`config.mk`:
```
export PLATFORM = sky130hd
export DESIGN_NAME = dmux_lane_deser
export DESIGN_NICKNAME = d
export VERILOG_FILES = /design/src/rtl/dmux_deser_pkg.sv /design/src/rtl/dmux_lane_shift.sv /design/src/rtl/dmux_lane_deser.sv
export SDC_FILE = /design/constraint.sdc
export NUM_CORES = 1
export LEC_CHECK = 0
export CAP_MARGIN = 0
export CORE_ASPECT_RATIO = 0.8
export CORE_MARGIN = 4
export CORE_UTILIZATION = 50
export DETAILED_ROUTE_END_ITERATION = 8
export PLACE_DENSITY = 0.74
export SLEW_MARGIN = 30
export SYNTH_ARGS = -nofsm -noshare
export SYNTH_HDL_FRONTEND = slang
export SYNTH_HIERARCHICAL = 1
export SYNTH_SLANG_ARGS = --single-unit
```
`constraint.sdc`:
```
create_clock -name clk -period 2.4 [get_ports clk]
set_clock_uncertainty 0.1 [all_clocks]
set_input_delay 0.6 -clock clk [delete_from_list [all_inputs] [get_ports clk]]
set_output_delay 0.6 -clock clk [all_outputs]
set_load 0.01 [all_outputs]
```
`src/rtl/dmux_deser_pkg.sv`:
```
// Shared lane-count constants, lane index type and round-robin helper
// for the lane deserializer.
package dmux_deser_pkg;

    localparam int LANES  = 4;
    localparam int LANE_W = 2;

    typedef logic [LANE_W-1:0] lane_idx_t;

    function automatic lane_idx_t rr_next(input lane_idx_t p);
        return (p == lane_idx_t'(LANES - 1)) ? '0 : lane_idx_t'(p + 1'b1);
    endfunction

endpackage

```
`src/rtl/dmux_lane_shift.sv`:
```
// One serial lane: MSB-first shift register, bit counter, one-deep hold
// buffer and sticky overflow. DESER_PARITY_EN appends an even-parity bit per word.
module dmux_lane_shift
    import dmux_deser_pkg::*;
#(
    parameter int WIDTH = 8
) (
    input  logic             clk,
    input  logic             rst,
    input  logic             bit_in,
    input  logic             bit_valid,
    input  logic             drain,
    input  logic             ovf_clr,
    output logic [WIDTH-1:0] hold_word,
    output logic             hold_full,
    output logic             hold_perr,
    output logic             overflow
);

`ifdef DESER_PARITY_EN
    localparam int BITS = WIDTH + 1;
`else
    localparam int BITS = WIDTH;
`endif
    localparam int CW = $clog2(BITS);
    localparam logic [CW-1:0] LAST = CW'(BITS - 1);

    logic [WIDTH-1:0] sr;
    logic [CW-1:0]    cnt;
    logic             word_done;
    logic [WIDTH-1:0] done_word;
    logic             done_perr;

    assign word_done = bit_valid && (cnt == LAST);

`ifdef DESER_PARITY_EN
    logic par;

    // The trailing parity bit closes the word but is never shifted into data.
    assign done_word = sr;
    assign done_perr = par ^ bit_in;

    always_ff @(posedge clk or posedge rst) begin
        if (rst) begin
            par <= 1'b0;
        end else if (bit_valid) begin
            par <= word_done ? 1'b0 : (par ^ bit_in);
        end
    end
`else
    assign done_word = {sr[WIDTH-2:0], bit_in};
    assign done_perr = 1'b0;
`endif

    always_ff @(posedge clk or posedge rst) begin
        if (rst) begin
            sr        <= '0;
            cnt       <= '0;
            hold_word <= '0;
            hold_full <= 1'b0;
            hold_perr <= 1'b0;
            overflow  <= 1'b0;
        end else begin
            if (drain)
                hold_full <= 1'b0;
            if (ovf_clr)
                overflow <= 1'b0;
            if (bit_valid) begin
                if (word_done) begin
                    cnt <= '0;
                    // A hold being drained this edge counts as free.
                    if (!hold_full || drain) begin
                        hold_word <= done_word;
                        hold_perr <= done_perr;
                        hold_full <= 1'b1;
                    end else begin
                        overflow <= 1'b1;
                    end
                end else begin
                    cnt <= cnt + CW'(1);
                    sr  <= {sr[WIDTH-2:0], bit_in};
                end
            end
        end
    end

endmodule

```
`src/rtl/dmux_lane_deser.sv`:
```
// Four serial lanes deserialized into words and merged round-robin onto one
// registered valid/ready port. Optional parity build: DESER_PARITY_EN.
module dmux_lane_deser
    import dmux_deser_pkg::*;
#(
    parameter int WIDTH = 8
) (
    input  logic             clk,
    input  logic             rst,
    input  logic [3:0]       lane_bit,
    input  logic [3:0]       lane_valid,
    input  logic             ovf_clr,
    output logic [WIDTH-1:0] out_data,
    output logic [1:0]       out_lane,
    output logic             out_valid,
    input  logic             out_ready,
    output logic             out_perr,
    output logic [3:0]       overflow
);

    logic [WIDTH-1:0] hold_word [LANES];
    logic [LANES-1:0] hold_full;
    logic [LANES-1:0] hold_perr;
    logic [LANES-1:0] drain;
    lane_idx_t        ptr;
    lane_idx_t        grant;
    lane_idx_t        cand;
    logic             grant_vld;
    logic             load;

    for (genvar i = 0; i < LANES; i++) begin : g_lane
        dmux_lane_shift #(.WIDTH(WIDTH)) u_lane (
            .clk       (clk),
            .rst       (rst),
            .bit_in    (lane_bit[i]),
            .bit_valid (lane_valid[i]),
            .drain     (drain[i]),
            .ovf_clr   (ovf_clr),
            .hold_word (hold_word[i]),
            .hold_full (hold_full[i]),
            .hold_perr (hold_perr[i]),
            .overflow  (overflow[i])
        );
    end

    assign load = !out_valid || out_ready;

    always_comb begin
        grant_vld = 1'b0;
        grant     = ptr;
        cand      = ptr;
        for (int k = 0; k < LANES; k++) begin
            cand = lane_idx_t'(ptr + lane_idx_t'(k));
            if (!grant_vld && hold_full[cand]) begin
                grant_vld = 1'b1;
                grant     = cand;
            end
        end
    end

    always_comb begin
        drain = '0;
        if (load && grant_vld)
            drain[grant] = 1'b1;
    end

    always_ff @(posedge clk or posedge rst) begin
        if (rst) begin
            out_data  <= '0;
            out_lane  <= '0;
            out_valid <= 1'b0;
            out_perr  <= 1'b0;
            ptr       <= '0;
        end else if (load) begin
            if (grant_vld) begin
                out_data  <= hold_word[grant];
                out_lane  <= grant;
                out_perr  <= hold_perr[grant];
                out_valid <= 1'b1;
                ptr       <= rr_next(grant);
            end else begin
                out_valid <= 1'b0;
            end
        end
    end

endmodule

```
==> results.py <==
metrics = {
    "routing": {
        "ant_nets": 0,
        "viasPerCell": 5.37,
        "wl_per_cell_um": 17.3,
        "routed-via-count": 2679,
        "drtPass1Iterations": 4,
        "drt_iter0_markers": 88,
        "post-route-drc-count": 0,
        "drt_wl_total_um": 8640,
    },
    "floorplanning": {
        "dieWidth_um": 114,
        "ios": 28,
        "rows": 30,
        "start_util": 0.522,
        "die_h_um": 92.9,
        "die_area_mm2": 0.0106,
        "core_area_mm2": 0.00863,
    },
    "sta": {
        "hold_viol": 0,
        "setup_violations": 24,
        "setup_ws_ps": -51.6,
        "post-route-min-period_ps": 2450,
        "fmax_ghz": 0.408,
        "slew_violations": 0,
        "timing.slew.headroom": 0.496,
        "finalCritPeriodShare": 1.02,
        "rsz0062_at_grt": "yes",
        "tightestPinTransition_ps": 756,
        "fin_tns_setup_ps": -862,
    },
    "cts": {
        "clk_pin_slew_worst_paths_ps": 60,
        "insertion_delay_ps": 340,
        "cts_buffers": 9,
        "clock_path_buffers": 2,
        "hold_buffers": 0,
        "h-tree-depth": 3,
        "cts_tree": "done",
        "cts.sinks": 94,
        "cts_root_buffer": "clkbuf_16",
    },
    "worst_setup_path": {
        "slowest_stage": "dfrtp_1",
        "critPathKind": "register to register",
        "critical_path_buf_inv_count": 2,
        "worstPathRequired_ps": 2520,
        "crit_arrival_ps": 2570,
        "startpoint_type": "register",
        "path_cells": "and2b_2, o21ba_4, nor3_4, buf_4, ha_1, and2_4, nand2b_4, nor2b_4, buf_12, mux2_4",
        "slowest_delay_ps": 400,
        "worstSetupEndpointType": "register",
        "cp_top_family": "simple AND/OR/NAND/NOR gates",
        "critical_path_peak_fanout": 8,
    },
    "logic_synthesis": {
        "synth_cell_type_count": 46,
        "ys_seq_area_frac": 0.522,
        "synthArstFlopShare": 1.00,
        "syn_avg_cell_area_um2": 13.9,
        "synthCells": 325,
        "yosys_register_bits": 94,
        "yosys.area.top_type": "dfrtp_1",
        "synth.net_count": 349,
        "mappedNetlistArea_mm2": 0.00451,
        "synth-edff-count": 0,
        "yosys.cell_count.top_type": "dfrtp_1",
        "ys.flop_type": "dfrtp_1",
        "synth_area_leaders": "dfrtp_1 52%, mux2_4 13%, mux2_2 8.0%",
        "synth_top_area_share": 0.522,
        "yosys_warnings": 6,
        "synthTopCellsByCount": "94 x dfrtp_1, 38 x mux2_4, 32 x mux2_2, 18 x inv_1, 12 x ha_1",
    },
    "placement": {
        "gp_congestion": 0.870,
        "portBuffers": 27,
        "hpwl_um": 6130,
    },
    "grt": {
        "grt_first_pass_wirelength_um": 14600,
        "antenna_found_initial": 0,
        "grt_pass1_vias": 2833,
        "track_usage": 0.177,
        "grt_max_degree": 21,
        "grt_overflow_total": 0,
    },
    "power": {
        "ir_drop_v": 0.000744,
        "power_mw": 7.68,
        "powerDensity_mw_per_mm2": 1420,
        "leakagePower_nw": 2.48,
    },
    "cells_and_area": {
        "fillCellCount": 663,
        "num_antenna_cells": 0,
        "final_nets": 406,
        "syn_to_final_growth_pct": 19.9,
        "drive_above_1_share": 0.403,
    },
    "status": {
        "status": "complete, but fails checks",
        "failed_checks": "setup timing",
    },
    "job": {
        "cap_violations": 0,
    },
    "hold_path": {
        "hold_class": "register to register",
    },
}
-- path summary, 6_finish.rpt --
path                       cells past startpoint               startpoint  slack, ps                       endpoint
max                                           10                   ptr[0]        -50  g_lane[1].u_lane/hold_word[6]
min                                            1  g_lane[3].u_lane/cnt[0]        380        g_lane[3].u_lane/cnt[0]
max reg2reg                                   10                   ptr[0]        -50  g_lane[1].u_lane/hold_word[6]
min reg2reg                                    1  g_lane[3].u_lane/cnt[0]        380        g_lane[3].u_lane/cnt[0]
max in group asynchronous                      2                      rst        910     g_lane[3].u_lane/hold_full
min in group asynchronous                      2                      rst        590  g_lane[2].u_lane/hold_word[6]
-- layout make-up --
class	count	area [um^2]	area share
clock buffer	10	239	0.0442
clock inverter	6	61.3	0.0113
inverter	20	80.1	0.0148
multi-input combinational	196	1960	0.363
sequential	94	2360	0.436
tap	112	140	0.0259
timing repair buffer	61	567	0.105
-- sequential cells by signal, indices dropped and copies added, names as in the netlist, 2 cells and up --
signal / cells
g_lane.u_lane/hold_word: 32
g_lane.u_lane/sr: 28
g_lane.u_lane/cnt: 12
out_data: 8
g_lane.u_lane/hold_full: 4
g_lane.u_lane/overflow: 4
out_lane: 2
ptr: 2
-- power breakdown --
group / internal (mW) / switching, mW / total, mW
clock network: 0.831 / 0.575 / 1.41
logic: 2.02 / 1.41 / 3.43
registers: 2.30 / 0.546 / 2.85
total: 5.15 / 2.53 / 7.68
-- worst register-to-register path, delay by kind of cell, from the launching register on --
kind	cells	cell delay (ps)
compound gates	1	220
fa+ha+maj	1	140
buf+inv	2	280
flops	1	400
mux	1	310
simple gates	5	890
-- per-stage QoR --
step                      std cells  cell area (um^2)  utilization  worst slack [ps]  hold WS [ps]
after floorplan                 325              4510            -             -57.1           357
after global placement          475              4990        0.579              -120           360
after detailed placement        475              4990        0.579              -123           373
after CTS                       496              5360        0.621             -29.0           381
after global routing            499              5400        0.626              -155           391
final                           499              5400        0.626             -51.6           378
-- cells in the final DEF (no fill, tap or decap), types with 2 or more instances in the layout --
| cell | instances |
|---|---|
| a211oi_1 | 6 |
| a21o_1 | 3 |
| a21oi_1 | 7 |
| a221o_1 | 6 |
| and2_4 | 4 |
| and4_1 | 3 |
| buf_12 | 3 |
| buf_4 | 30 |
| clkbuf_16 | 9 |
| clkdlybuf4s50_1 | 27 |
| clkinv_2 | 3 |
| clkinv_4 | 2 |
| conb_1 | 4 |
| dfrtp_1 | 90 |
| dfrtp_2 | 4 |
| ha_1 | 10 |
| inv_1 | 18 |
| mux2_2 | 32 |
| mux2_4 | 38 |
| mux2i_1 | 7 |
| nand2_1 | 9 |
| nand2_2 | 4 |
| nand2b_1 | 4 |
| nand2b_4 | 4 |
| nand3_1 | 7 |
| nor2_1 | 6 |
| nor2b_1 | 2 |
| nor2b_4 | 5 |
| nor3_2 | 2 |
| o21a_1 | 2 |
| o21ai_0 | 7 |
| o22ai_1 | 8 |
-- logic make-up after synthesis --
| family | Yosys count | synth area share |
|---|---|---|
| other | 4 | 0.00333 |
| muxes | 77 | 0.222 |
| DFF | 94 | 0.522 |
| and+or+nand+nor | 58 | 0.0889 |
| AOI/OAI and AO/OA | 45 | 0.0736 |
| adders and majority gates | 12 | 0.0333 |
| buffers and inverters | 35 | 0.0566 |
-- metal layers --
metal | global-route usage | vias to the layer above | wire length [um]
li1 | - | 1245 | -
met1 | 0.242 | 1357 | 3900
met2 | 0.271 | 62 | 4130
met3 | 0.0516 | 15 | 436
met4 | 0.0574 | 0 | 181
met5 | 0 | - | 0
-- repair_timing --
item / CTS / global route
endpoints found under the setup margin: 32 / 37
setup buffers: 6 / 5
gates resized for setup: 11 / 7
pin swaps: 4 / 1
Note: power is estimated with default switching activity, not from simulation.
